`src/rtl/simplecoder_pkg.sv`:
```
// Shared constants, width helper and state naming for the round-robin select encoder.
package simplecoder_pkg;

  localparam int DEF_N = 4;

  // Select-code width for n request lines; never narrower than one bit.
  function automatic int clog2w(input int n);
    int r;
    r = 1;
    for (int i = 1; i < 31; i++) begin
      if ((1 << i) < n) r = i + 1;
    end
    return r;
  endfunction

  typedef enum logic {
    EMPTY = 1'b0,
    HOLD  = 1'b1
  } enc_state_e;

endpackage

```
`src/rtl/simpleencoder_rr_pick.sv`:
```
// Combinational round-robin scan: first set bit of vec at or after ptr, wrapping at N-1.
module rr_pick
  import simplecoder_pkg::*;
#(
  parameter int N = DEF_N,
  parameter int W = clog2w(N)
) (
  input  logic [0:N-1] vec,
  input  logic [0:W-1] ptr,
  output logic         any,
  output logic [0:W-1] idx
);

  logic [0:N-1] rot;
  int           hit;

  // ptr < N and offset < N, so a single conditional subtract keeps the index in range.
  function automatic int wrap(input int v);
    return (v >= N) ? v - N : v;
  endfunction

  always_comb begin
    rot = '0;
    for (int i = 0; i < N; i++) begin
      rot[i] = vec[W'(wrap(int'(ptr) + i))];
    end
    any = |rot;
    hit = 0;
    for (int i = N - 1; i >= 0; i--) begin
      if (rot[i]) hit = i;
    end
    idx = W'(wrap(int'(ptr) + hit));
  end

endmodule

```
`src/rtl/simpleencoder_rr.sv`:
```
// Round-robin encoder: accumulates request lines into a pending vector and emits one
// select code per valid/ready transfer, resuming the scan just past the last grant.
module simpleencoder_rr
  import simplecoder_pkg::*;
#(
  parameter int N = DEF_N,
  parameter int W = clog2w(N)
) (
  input  logic         clk,
  input  logic         rst,
  input  logic [0:N-1] req,
  input  logic         ready,
  output logic [0:W-1] sel_out,
  output logic         valid,
  output logic [0:N-1] pending
);

  enc_state_e   state_q, state_d;
  logic [0:N-1] pending_q, pending_d;
  logic [0:W-1] ptr_q, ptr_d;
  logic [0:W-1] sel_q, sel_d;
  logic [0:N-1] load_mask;
  logic         load;
  logic         pick_any;
  logic [0:W-1] pick;

  rr_pick #(.N(N), .W(W)) u_pick (
    .vec (pending_q),
    .ptr (ptr_q),
    .any (pick_any),
    .idx (pick)
  );

  always_ff @(posedge clk) begin
    if (rst) begin
      state_q   <= EMPTY;
      pending_q <= '0;
      ptr_q     <= '0;
      sel_q     <= '0;
    end else begin
      state_q   <= state_d;
      pending_q <= pending_d;
      ptr_q     <= ptr_d;
      sel_q     <= sel_d;
    end
  end

  always_comb begin
    load      = (state_q == EMPTY) || ready;
    state_d   = state_q;
    ptr_d     = ptr_q;
    sel_d     = sel_q;
    load_mask = '0;
    if (load) begin
      if (pick_any) begin
        state_d         = HOLD;
        sel_d           = pick;
        ptr_d           = (pick == W'(N - 1)) ? '0 : pick + W'(1);
        load_mask[pick] = 1'b1;
      end else begin
        state_d = EMPTY;
      end
    end
    // A request arriving on the bit being granted re-arms it for a later grant.
    pending_d = (pending_q & ~load_mask) | req;
  end

  always_comb begin
    sel_out = sel_q;
    valid   = (state_q == HOLD);
    pending = pending_q;
  end

endmodule
```
`config.mk`:
```
export PLATFORM = sky130hd
export DESIGN_NAME = simpleencoder_rr
export DESIGN_NICKNAME = d
export VERILOG_FILES = /design/src/rtl/simplecoder_pkg.sv /design/src/rtl/simpleencoder_rr_pick.sv /design/src/rtl/simpleencoder_rr.sv
export SDC_FILE = /design/constraint.sdc
export NUM_CORES = 1
export LEC_CHECK = 0
export BUFFER_PORTS_ARGS = -buffer_cell sky130_fd_sc_hd__buf_2
export CAP_MARGIN = 10
export CORE_MARGIN = 5
export CORE_UTILIZATION = 45
export CTS_CLUSTER_SIZE = 14
export DETAILED_ROUTE_END_ITERATION = 7
export GPL_ROUTABILITY_DRIVEN = 0
export GPL_TIMING_DRIVEN = 0
export PLACE_DENSITY = 0.74
export SYNTH_ARGS = -nofsm -noshare
export SYNTH_HDL_FRONTEND = slang
export SYNTH_SLANG_ARGS = --single-unit
export TNS_END_PERCENT = 10
```
`constraint.sdc`:
```
create_clock -name clk -period 2.47 [get_ports clk]
set_clock_uncertainty 0.15 [all_clocks]
set_input_delay 0 -clock clk [delete_from_list [all_inputs] [get_ports clk]]
set_output_delay 0 -clock clk [all_outputs]
set_load 0.01 [all_outputs]
```
* Yosys cells after proc, flatten, opt, wreduce, memory -nomap -nowiden *
Cells that the tools add are included.

storage, ports and cells
  register bits after elaboration = 9
  latch bits = 0
  memory bits (writable) = 0
  ROM bits = 0
  input bits = 7
  output and inout bits = 7
  logic and storage cells = 66
  memories = 0

operators by class
  add/subtract/negate cells = 10
  multiply operators = 0
  divide/modulo/power cells = 0
  magnitude comparators = 11
  equal/unequal tests = 1
  shift-type cells = 0
  muxes and demuxes = 27
  bitwise operators = 9
  reduce and logical (&&, ||, !) cells = 4

operator list
  cell                                                                   number
  2-bit 2-to-1 mux                                                       10
  2-bit by 3-bit >= comparator with 1-bit output, second input constant  5
  3-bit >= comparator, second input constant                             5
  1-bit 2-to-1 mux                                                       10
  2-bit by 1-bit subtractor with 2-bit output, second input constant     5
  1-bit binary-select mux with 2-bit select                              4
  4-bit 2-to-1 mux                                                       2
  2-bit inverter                                                         4
  2-bit by 2-bit adder with 3-bit output, second input constant          2
  4-bit bitwise AND                                                      1
  4-bit inverter                                                         1
  4-bit OR                                                               1
  4-bit OR reduction                                                     1
  2-bit by 1-bit adder with 3-bit output, second input constant          1
  2-bit by 2-bit adder with 3-bit output                                 1
  3-bit by 1-bit < comparator with 1-bit output, second input constant   1
  2-bit inverter with 3-bit output                                       1
  2-bit by 1-bit adder with 2-bit output, second input constant          1
  1-bit demux with 2-bit select                                          1
  2-bit equality test, second input constant                             1
  2-bit AND reduction                                                    1
  1-bit logical AND                                                      1
  1-bit logical OR                                                       1
  1-bit inverter                                                         1

* Logic depth before layout (Yosys ltp) *
Gate-level depths: netlist (run 1).

  depth in word-level cells = 24
  gate-level depth with buffers = 10

* Cells and area by module *
Synthesis (run 1) repeated with hierarchy kept, for this count alone.

second synthesis, totals
  cell total of the unflattened synthesis = 72
  area, all modules = 625.6 sq um

by module, submodules not included
  module            times used  cells each  area an instance (sq um)
  simpleencoder_rr  1           47          459.2
  rr_pick           1           25          166.4

* Least setup slack after synthesis (run 1) *
Ideal clock, no wire load.

  kind = register to register
  start point = register pending_q (netlist bit pending[0])
  end point = register ptr_q[0] (netlist name)
  library setup time = 0.123 ns
  arrival time = 2.457 ns
  data required time = 2.197 ns
  slack = -0.260 ns
  stages on the path, launching flop included = 11
  buffers on the path = 1
  cell sequence = dfxtp_1 -> clkbuf_2 -> nor2_1 -> a221oi_1 -> a31oi_1 -> a211o_1 -> ha_1 -> xnor2_1 -> or3_1 -> a21oi_1 -> mux2_1

between the ends
  cells in the longest elaborated chain, start to end = 12
  elaborated cells between the ends (all ways) = 25

ends and longest elaborated chain
  element                                                                                    RTL line                     RTL
  start, declared                                                                            simpleencoder_rr.sv:19       logic [0:N-1] pending_q, pending_d;
  start signal, assigned                                                                     simpleencoder_rr.sv:42       pending_q <= pending_d;
  1-bit binary-select mux with 2-bit select                                                  simpleencoder_rr_pick.sv:25  rot[i] = vec[W'(wrap(int'(ptr) + i))];
  1-bit 2-to-1 mux (implied by the code) (2 in a row)                                        simpleencoder_rr_pick.sv:25
  2-bit 2-to-1 mux (3 in a row)                                                              simpleencoder_rr_pick.sv:30  if (rot[i]) hit = i;
  2-bit 2-to-1 mux *                                                                         simpleencoder_rr_pick.sv:30
  2-bit by 2-bit adder with 3-bit output *                                                   simpleencoder_rr_pick.sv:32  idx = W'(wrap(int'(ptr) + hit));
  3-bit >= comparator / 2-bit by 1-bit subtractor with 2-bit output (equally long branches)  simpleencoder_rr_pick.sv:19  return (v >= N) ? v - N : v;
  2-bit 2-to-1 mux *                                                                         simpleencoder_rr_pick.sv:19
  named net pick, one bit                                                                    simpleencoder_rr.sv:25       logic [0:W-1] pick;
  2-bit by 1-bit adder with 2-bit output / 2-bit equality test (equally long branches)       simpleencoder_rr.sv:58       ptr_d = (pick == W'(N - 1)) ? '0 : pick + W'(1);
  2-bit 2-to-1 mux *                                                                         simpleencoder_rr.sv:58
  end signal, assigned                                                                       simpleencoder_rr.sv:43       ptr_q <= ptr_d;
  end, declared                                                                              simpleencoder_rr.sv:20       logic [0:W-1] ptr_q, ptr_d;

The timed path passes the listed nets; every way through them passes the cells marked *. The select of a mux whose other input is x is not followed.
A chain may end at the register's enable or synchronous reset.

* Final worst setup path (run 1) *
  start point = register ptr_q[1] (netlist name)
  end point = register ptr_q[0] (netlist name)

between the ends
  cells in the longest elaborated chain, start to end = 16
  elaborated cells between the ends (all ways) = 44

ends and longest elaborated chain
  element                                                                                    RTL line
  2-bit by 2-bit adder with 3-bit output                                                     simpleencoder_rr_pick.sv:25
  3-bit >= comparator / 2-bit by 1-bit subtractor with 2-bit output (equally long branches)  simpleencoder_rr_pick.sv:19
  2-bit 2-to-1 mux                                                                           simpleencoder_rr_pick.sv:19
  2-bit inverter (implied by the code)                                                       simpleencoder_rr_pick.sv:25
  1-bit binary-select mux with 2-bit select                                                  simpleencoder_rr_pick.sv:25
  1-bit 2-to-1 mux (implied by the code) (2 in a row)                                        simpleencoder_rr_pick.sv:25
  2-bit 2-to-1 mux (4 in a row)                                                              simpleencoder_rr_pick.sv:30
  2-bit by 2-bit adder with 3-bit output *                                                   simpleencoder_rr_pick.sv:32
  3-bit >= comparator / 2-bit by 1-bit subtractor with 2-bit output (equally long branches)  simpleencoder_rr_pick.sv:19
  2-bit 2-to-1 mux *                                                                         simpleencoder_rr_pick.sv:19
  named net pick, one bit                                                                    simpleencoder_rr.sv:25
  2-bit by 1-bit adder with 2-bit output / 2-bit equality test (equally long branches)       simpleencoder_rr.sv:58
  2-bit 2-to-1 mux *                                                                         simpleencoder_rr.sv:58

Marked as above.

==> results of run 1 <==
[repair_timing]
| item | CTS | global route |
|---|---|---|
| pin swaps | 6 | 5 |
| gates cloned | 0 | 0 |
| hold endpoints to repair | 7 | 0 |
| resized for setup | 3 | 2 |
| hold buffers | 6 | 0 |
| setup endpoints to repair | 1 | 1 |
| buffers inserted | 9 | 0 |
[per-layer routing]
layer | up-vias | share of wire | global-route usage
met3 | 4 | 0.082 | 0.0711
met5 | - | 0 | 0
met2 | 33 | 0.50 | 0.305
li1 | 313 | - | -
met1 | 287 | 0.40 | 0.206
met4 | 0 | 0.017 | 0.0341
[area by class of cell]
type	instances	area [µm²]	area share
plain buffers	3	22.5	0.0265
clock buffers	4	26.3	0.0309
repair buffers	27	188	0.221
flip-flops and latches	9	186	0.219
well taps	15	18.8	0.0221
multi-input cells	57	408	0.480
[metrics by stage]
stage | instances | instance area [µm²] | hold slack (ps) | setup TNS [ps]
2_1_floorplan | 73 | 639 | 14.4 | -25.7
3_3_place_gp | 100 | 718 | 129 | -134
3_5_place_dp | 100 | 718 | 135 | -151
4_1_cts | 117 | 867 | 315 | -113
5_1_grt | 115 | 850 | 348 | -138
6_report | 115 | 850 | 315 | -32.4
[flip-flops by register name, indices dropped and copies added (netlist names)]
register  cells
ptr_q         2
pending       4
sel_out       2
valid         1
[power groups by stage]
| stage | Clock (µW) | Combinational, µW | Sequential [µW] |
|---|---|---|---|
| 6_report | 113 | 662 | 243 |
| 3_5_place_dp | 0 | 603 | 219 |
| 3_3_place_gp | 0 | 600 | 216 |
| 2_1_floorplan | 0 | 476 | 235 |
| 5_1_grt | 127 | 737 | 250 |
| 4_1_cts | 112 | 684 | 232 |
[Yosys cell counts (2+ instances only)]
cell	count
xnor2_1	3
a211oi_1	5
nor2_1	16
nor2b_1	2
or3_1	2
a31oi_1	2
nand2_1	3
buf_6	2
nand3b_1	2
o21ai_0	2
nor3_1	3
a21oi_1	3
dfxtp_1	9
[worst reg2reg max path, delay by kind of cell, from the launching register on]
kind / cells / cell delay, ps
xor gates and xnor gates: 1 / 130
DFF: 1 / 360
AOI/OAI and AO/OA: 4 / 740
adders and majority gates: 1 / 260
and+or+nand+nor: 2 / 450
muxes: 1 / 300
[cells by family after synthesis]
kind of cell    after synthesis  share of synthesized area
mux                           1                     0.0193
xor+xnor                      4                     0.0600
flops                         9                      0.308
fa+ha+maj                     1                     0.0214
compound gates               19                      0.251
simple gates                 32                      0.259
buf+inv                       7                     0.0813
[path summary, 6_finish.rpt]
| path | startpoint | to | slack [ps] | cells past startpoint |
|---|---|---|---|---|
| min | sel_out[1] | sel_out[1] | 310 | 2 |
| max reg2reg | ptr_q[1] | ptr_q[0] | -30 | 9 |
| min reg2reg | sel_out[1] | sel_out[1] | 310 | 2 |
| max | ptr_q[1] | ptr_q[0] | -30 | 9 |
==> results.md, run 1 <==
* First-pass GRT wire length at between 2 and 3 mm
* Synth cell types at 32
* Clk network pwr share at 0.111
* Slack of the critical path at -32.4 ps
* Crit path time final at 2500 ps
* Slowest cell on crit path: dfxtp_4
* Layout area overhead at 45.4%
* Post-synth top area cell: dfxtp_1
* Largest cells by area after synthesis: dfxtp_1 31%, nor2_1 10%, a211oi_1 6.4%
* Layout cell share with drive strength beyond 1 at 0.410
* Seq/Total Area, Yosys at 0.308
* Hold crit path type: flop to flop
* Most frequent cells in the layout: 14 x nor2_1, 12 x buf_2, 10 x buf_4, 6 x dlygate4sd3_1, 6 x dfxtp_1
* Clock Path Buffers at 2
* Comb pwr share at 0.650
* Pwr/cell area at ~1200 nW/µm²
* Post-Syn Area at a little under 600 µm²
* CP Cell Sequence: nor2b_4 > a221oi_2 > a31oi_1 > a211o_1 > ha_4 > xnor2_2 > or3_1 > a21oi_2 > mux2_4
* Hold Violations, Final at 0
* Die height at around 46 µm
* Input/output buffers at 12
* ANT nets after route at 0
* Mapped Cells at between 70 and 80
* Vias in the first global route at 610
* Switching pwr at 421 µW
* H-tree depth at 1
* First-pass DRT Iterations at 4
* Data required, critical path at 2470 ps
* Synthesis-stage register bit count at 9
* Clk_lat worst skew at 260 ps
* Reg power frac at 0.239
* Most common cell after layout, fill and taps aside: nor2_1
* Post-synthesis async set-or-reset flop share at 0
* Starting density of the core at 0.461
* Layout fillers at around 120
* Max Slew Vio Count at 0
* Critical Path AT at between 2000 and 3000 ps
* GRT Residual Overflow at 0
* Synth top area share at 0.308
* Status: finished with violations
* Final Setup Violations at 1
* All-layer global routing usage at 0.178
* Root buffer cell: clkbuf_4
* Number of buffers created by CTS at 3
* Pint at roughly 600 µW
* Routed wire length at 1.57 mm
* Critical path type: flop to flop
* Largest net degree at the start of global routing at 11
* Post-DP HPWL at around 950 µm
* Core ar. at 1270 µm²
* Max-cap violations at 0
* Worst-margin pin slew at between 600 and 700 ps
* Syn_nets at slightly above 80
* Crit Path Max Fanout at 4
* Unrepaired setup endpoints after global routing: yes
* Synth Warn # at 0
* CTS tree: done
* Row count at 13
* Synthesized area per cell at 8.00 µm²
* Total power draw at approximately 1000 µW
* F_max at about 0.4 GHz
* I/O pins at 14
* Relative slew margins at 0.560
* Worst slack at placement at -151 ps
* Synth Flop Type: dfxtp_1
* Detailed-route via count at approximately 640
* Drt via density at between 5 and 6
* CP delay by family, top: compound AO/OA/AOI/OAI gates
* Sw Share at 0.413
* Diodes inserted at 0
* Crit path capture type: flop
* VDD IR max at about 0.75 mV
* Clock slew at reported path FFs at about 50 ps
* Fin util at 0.670
* CP startpoint kind: flop
* DR iter-0 viols at 25
* Final nets at roughly 110
* DRC viols at 0
* Die area at approximately 2100 µm²
* Delay of the slowest critical-path stage at 360 ps
* Final Cycle Share at 1.01
* Failing checks: negative setup slack
* Clock sink count at 9
* Initial antenna violation count at 0
* Crit path buf inv count at 0
* EDFF count, synth at 0
* Wire length per cell at between 10 and 15 µm
* Leakage power at around 0.00036 µW
* Die width at roughly 46 µm
Power figures use the tool's default switching activity.
==> inputs of run 2 (changes only) <==
--- a/config.mk
+++ b/config.mk
@@ -5,7 +5,7 @@
 export SDC_FILE = /design/constraint.sdc
 export NUM_CORES = 1
 export LEC_CHECK = 0
-export BUFFER_PORTS_ARGS = -buffer_cell sky130_fd_sc_hd__buf_2
+export BUFFER_PORTS_ARGS = -buffer_cell sky130_fd_sc_hd__buf_4
 export CAP_MARGIN = 10
 export CORE_MARGIN = 5
 export CORE_UTILIZATION = 45
==> run 2 against run 1 <==
  * The run still ends with negative setup slack left
  * Setup slack improved by 6.5 ps
  * Critical path depth increased by 1
  * Sequential share of layout area is 1.1 points lower
  * Via count rose by 3.6%
  * Combinational power increased by 10%
  * Routed wire length grew 3.3%
  * Total power grew 6.7%
  * Worst hold slack worse by 10 ps
  * Global-route usage decreased by 0.63 points
==> results.md, run 2 (same netlist as run 1, synthesis figures left out) <==
* Vias in the first global route at 651 (+6.7%)
* Root buffer cell: clkbuf_4
* Slack of the critical path at -25.9 ps (+6.46 ps)
* Starting density of the core at 0.461 (unchanged)
* Data required, critical path at 2470 ps (about the same)
* Leakage power at 0.000382 µW (+5.3%)
* F_max at 0.401 GHz (+0.26%)
* Clock sink count at 9 (unchanged)
* CTS tree: done
* WHS Path Cells at 2 (unchanged)
* Layout cell share with drive strength beyond 1 at 0.441 (+0.0312)
* Clk_lat worst skew at 260 ps (about the same)
* Most frequent cells in the layout: 22 x buf_4, 13 x nor2_1, 6 x dlygate4sd3_1, 6 x dfxtp_1, 5 x a211oi_1
* R2R Path End: ptr_q[0]
* Routed wire length at 1.62 mm (+3.3%)
* Layout area overhead at 55.0%
* Post-DP HPWL at 996 µm (+4.8%)
* Layout fillers at 107 (-8.5%)
* Pwr/cell area at 1200 nW/µm² (+0.11%)
* Clock Path Buffers at 2 (unchanged)
* Max reg flops at 4 (unchanged)
* Critical Path AT at 2500 ps (about the same)
* VDD IR max at 0.688 mV (-8.4%)
* First-pass GRT wire length at 2.62 mm (-2.1%)
* Hold EP: sel_out[1]
* Row count at 13 (unchanged)
* Critical path type: flop to flop
* CP startpoint kind: flop
* Hold crit path type: flop to flop
* Core ar. at 1270 µm² (unchanged)
* Detailed-route via count at 660 (+3.6%)
* Worst slack at placement at -149 ps (+1.67 ps)
* Die height at 46.0 µm (unchanged)
* GRT Residual Overflow at 0 (unchanged)
* Slowest cell on crit path: or3_4
* I/O pins at 14 (unchanged)
* Clock slew at reported path FFs at 60 ps (about the same)
* DRC viols at 0 (unchanged)
* Status: finished with violations
* CP Cell Sequence: buf_6 > buf_4 > nor2_4 > nor4_1 > a211o_1 > ha_4 > xnor2_2 > or3_4 > a21oi_2 > mux2_4
* Initial antenna violation count at 0 (unchanged)
* Flop-to-flop setup slack at -30 ps (about the same)
* Max-cap violations at 0 (unchanged)
* Final nets at 111 (+1.8%)
* Number of buffers created by CTS at 3 (unchanged)
* Drt via density at 5.64 (+1.8%)
* Input/output buffers at 12 (unchanged)
* Most common cell after layout, fill and taps aside: buf_4
* Crit path time final at 2500 ps (-6.46 ps)
* Die width at 46.0 µm (unchanged)
* Delay of the slowest critical-path stage at 330 ps (-30 ps)
* Hold Violations, Final at 0 (unchanged)
* Final Setup Violations at 1 (unchanged)
* Unrepaired setup endpoints after global routing: yes
* Diodes inserted at 0 (unchanged)
* All-layer global routing usage at 0.171 (-0.00626)
* Fin util at 0.714 (+0.0444)
* Die area at 2120 µm² (unchanged)
* Crit Path Max Fanout at 5 (+1)
* R2r worst-path depth at 10 (+1)
* Crit. Startpoint: pending[1]
* DR iter-0 viols at 20 (-20%)
* Final Cycle Share at 1.01 (-0.00262)
* Relative slew margins at 0.552 (-0.00717)
* Failing checks: negative setup slack
* Wire length per cell at 13.8 µm (+1.6%)
* Crit path capture type: flop
* Worst-margin pin slew at 664 ps (+10.6 ps)
* HP Start: sel_out[1]
* H-tree depth at 1 (unchanged)
* ANT nets after route at 0 (unchanged)
* First-pass DRT Iterations at 4 (unchanged)
* Worst R2R Start: pending[1]
* Largest net degree at the start of global routing at 12 (+1)
* Max Slew Vio Count at 0 (unchanged)
-- run 2: changes by cell type in the layout (fill, tap and decap cells not counted) --
cell      delta
buf_2       -12
buf_4       +12
buf_6        +1
clkbuf_2     +1
dfxtp_2      -1
dfxtp_4      +1
nor2_1       -1
nor2_2       +1
or3_1        -1
or3_4        +1
-- run 2: metal layers --
| metal | GRT usage | up-vias | part of all wire |
|---|---|---|---|
| li1 | - | 323 | - |
| met1 | 0.192 | 307 | 0.42 |
| met2 | 0.297 | 26 | 0.49 |
| met3 | 0.0356 | 4 | 0.065 |
| met4 | 0.0909 | 0 | 0.028 |
| met5 | 0 | - | 0 |
-- run 2: power by group --
group          internal (µW)  total [µW]  switching [µW]
Clock                   62.4         115            53.1
Sequential               196         244            47.6
Combinational            388         728             340
Total                    647        1090             441
-- run 2: repair_timing --
| action | CTS | global route |
|---|---|---|
| setup endpoints to repair | 1 | 1 |
| gates resized for setup | 2 | 6 |
| pin swaps | 4 | 6 |
| hold endpoints to repair | 7 | 0 |
| hold buffers | 6 | 0 |
| gates cloned | 0 | 0 |
| buffers inserted | 6 | 4 |
-- run 2: through the flow --
stage | total power (µW) | setup TNS, ps | hold slack [ps] | area [µm²] | instances
global route | 1190 | -104 | 323 | 906 | 117
detailed placement | 846 | -149 | 144 | 748 | 100
global placement | 837 | -132 | 136 | 748 | 100
floorplan | 712 | -25.7 | 14.4 | 639 | 73
finish | 1090 | -25.9 | 305 | 906 | 117
CTS | 1020 | -116 | 306 | 871 | 114
-- run 2: critical path: cells and delay by family (launching register included) --
family | cells | cell delay, ps
AO/OA/AOI/OAI | 2 | 450
XOR/XNOR | 1 | 130
adder cells (fa/ha/maj) | 1 | 270
buffers and inverters | 2 | 280
flip-flops | 1 | 320
multiplexers | 1 | 300
AND/OR/NAND/NOR | 3 | 490
-- run 2: worst max-delay path by stage --
stage                     to  slack [ps]  cells past startpoint
finish              ptr_q[0]         -30                     10
global route        ptr_q[0]        -100                     10
CTS                 ptr_q[0]        -120                     10
detailed placement  ptr_q[0]        -150                     10
global placement    ptr_q[0]        -130                     10
floorplan           ptr_q[0]         -30                     10
-- run 2: area by class of cell --
type | instances | area [µm²] | share of cell area
well taps | 15 | 18.8 | 0.0207
repair buffers | 28 | 223 | 0.246
flip-flops and latches | 9 | 189 | 0.209
plain buffers | 4 | 33.8 | 0.0373
multi-input cells | 57 | 415 | 0.459
clock buffers | 4 | 26.3 | 0.0290
==> inputs of run 3 (changes only) <==
--- a/config.mk
+++ b/config.mk
@@ -6,14 +6,13 @@
 export NUM_CORES = 1
 export LEC_CHECK = 0
 export BUFFER_PORTS_ARGS = -buffer_cell sky130_fd_sc_hd__buf_4
-export CAP_MARGIN = 10
+export CAP_MARGIN = 30
 export CORE_MARGIN = 5
-export CORE_UTILIZATION = 45
+export CORE_UTILIZATION = 34
 export CTS_CLUSTER_SIZE = 14
 export DETAILED_ROUTE_END_ITERATION = 7
 export GPL_ROUTABILITY_DRIVEN = 0
 export GPL_TIMING_DRIVEN = 0
-export PLACE_DENSITY = 0.74
 export SYNTH_ARGS = -nofsm -noshare
 export SYNTH_HDL_FRONTEND = slang
 export SYNTH_SLANG_ARGS = --single-unit
==> run 3 against run 2 <==
  * The run still ends with negative setup slack left
  * Flip-flop and latch count stayed put
  * Worst hold slack worse by 270 ps
  * Via count is 3.6% lower
  * Utilization is 16 points lower
  * Largest cell class unchanged
==> results.md, run 3 (same netlist as run 1, synthesis figures left out) <==
* I/O pins at 14 (unchanged)
* F_max at 0.403 GHz (+0.62%)
* VDD IR max at 0.615 mV (-11%)
* Drt via density at 5.34 (-5.3%)
* Slack of the critical path at -10.4 ps (+15.5 ps)
* All-layer global routing usage at 0.132 (-0.0389)
* Failing checks: negative setup slack
* Post-DP HPWL at 1.01 mm (+1.7%)
* CP Cell Sequence: buf_8 > nor2b_4 > a221oi_2 > a31oi_1 > a211o_1 > ha_4 > xnor2_2 > or3_1 > a21oi_2 > mux2_4
* Clock sink count at 9 (unchanged)
* Uppermost layer routed: met4
* First-pass DRT Iterations at 4 (unchanged)
* GRT Residual Overflow at 0 (unchanged)
* Leakage power at 0.000387 µW (+1.3%)
* Layout Cells excl Fill at 119 (+1.7%)
* Worst-margin pin slew at 639 ps (-25.0 ps)
* Crit Path Max Fanout at 5 (unchanged)
* Clk_lat worst skew at 260 ps (about the same)
* Pwr/cell area at 1160 nW/µm² (-3.6%)
* Total power draw at 1070 µW (-1.9%)
* Crit path time final at 2480 ps (-15.5 ps)
* Status: finished with violations
* WL met3 at 96 µm (-8.6%)
* Slowest cell on crit path: dfxtp_4
* Largest net degree at the start of global routing at 12 (unchanged)
* Clock Path Buffers at 2 (unchanged)
* Data required, critical path at 2470 ps (about the same)
* Initial antenna violation count at 0 (unchanged)
* Vias in the first global route at 566 (-13%)
* Root buffer cell: clkbuf_4
* DRC viols at 0 (unchanged)
* Crit path capture type: flop
* Most common cell after layout, fill and taps aside: buf_4
* Starting density of the core at 0.350 (-0.111)
* Final Setup Violations at 1 (unchanged)
* Hold crit path type: input port to flop
* Number of buffers created by CTS at 3 (unchanged)
* Worst hold slack at 37.3 ps (-267 ps)
* Critical path type: flop to flop
* Routed wire length at 1.59 mm (-1.5%)
* CTS tree: done
* Max Slew Vio Count at 0 (unchanged)
* CP delay by family, top: compound AO/OA/AOI/OAI gates
* Input/output buffers at 12 (unchanged)
* Final Cycle Share at 1.00 (-0.00628)
* H-tree depth at 1 (unchanged)
* Die height at 51.5 µm (+12%)
* Wire length per cell at 13.4 µm (-3.2%)
* Placed Cells incl. Taps at 102 (+2.0%)
* Met2 wire length at 763 µm (-3.5%)
* Relative slew margins at 0.569 (+0.0168)
* Delay of the slowest critical-path stage at 350 ps (+20 ps)
* Row count at 15 (+2)
* Most frequent cells in the layout: 21 x buf_4, 14 x nor2_1, 7 x dlygate4sd3_1, 6 x dfxtp_1, 5 x a211oi_1
* Layout cell share with drive strength beyond 1 at 0.412 (-0.0294)
* Max-cap violations at 0 (unchanged)
* Detailed-route via count at 636 (-3.6%)
* DR iter-0 viols at 9 (-55%)
* Hold Violations, Final at 0 (unchanged)
* Core ar. at 1670 µm² (+32%)
* Clock slew at reported path FFs at 60 ps (about the same)
* Max reg flops at 4 (unchanged)
* Crit path buf inv count at 1 (-1)
* Setup TNS at -10.4 ps (+15.5 ps)
* CP startpoint kind: flop
* Diodes inserted at 0 (unchanged)
* Unrepaired setup endpoints after global routing: yes
* First-pass GRT wire length at 2.57 mm (-2.1%)
* ANT nets after route at 0 (unchanged)
* Die area at 2650 µm² (+25%)
* Critical Path AT at 2480 ps (-20 ps)
* Die width at 51.5 µm (+12%)
* Layout area overhead at 57.8%
* M1 wire length at 686 µm (+1.8%)
* Final nets at 111 (unchanged)
## run 3: cell types whose count changed in the layout (fill, tap and decap cells not counted)
cell | before | now
dlygate4sd3_1 | 6 | 7
nor2_1 | 13 | 14
buf_8 | 0 | 1
nor2_4 | 1 | 0
or3_1 | 1 | 2
buf_4 | 22 | 21
buf_6 | 2 | 1
clkbuf_16 | 0 | 1
or3_4 | 1 | 0
clkbuf_2 | 1 | 0
## run 3: layout make-up
cell class                 instances  area [µm²]
multi-input combinational         57         403
timing repair buffer              28         245
sequential                         9         189
clock buffer                       4        26.3
fill                             152         748
buffer                             4        37.5
tap                               17        21.3
## run 3: per-layer routing
metal / GRT usage / up-vias
li1: - / 320
met1: 0.153 / 296
met2: 0.195 / 16
met3: 0.0671 / 4
met4: 0.0742 / 0
met5: 0 / -
## run 3: repair_timing
item	CTS	global route
pin swaps	4	6
hold buffers	7	0
resized for setup	2	4
setup buffers	3	5
endpoints found under the hold margin	6	0
cloned	0	1
setup endpoints to repair	1	1
## run 3: power breakdown
| part | internal (µW) | leakage, µW | switching, µW |
|---|---|---|---|
| registers | 196 | 0.0000764 | 47.8 |
| logic | 383 | 0.000296 | 329 |
| clock network | 62.2 | 0.0000150 | 50.1 |
## run 3: path summary, 6_finish.rpt
kind              start  depth (start not counted)  slack [ps]         end
max reg2reg  pending[1]                         10         -10    ptr_q[0]
min                 rst                          2          40       valid
max          pending[1]                         10         -10    ptr_q[0]
min reg2reg  sel_out[1]                          2         300  sel_out[1]
## run 3: per-stage QoR
step	setup slack (ps)	instance area (µm²)	utilization
floorplan	-25.7	639	-
global placement	-131	751	0.449
detailed placement	-132	751	0.449
CTS	-114	861	0.515
global route	-99.0	922	0.552
finish	-10.4	922	0.552
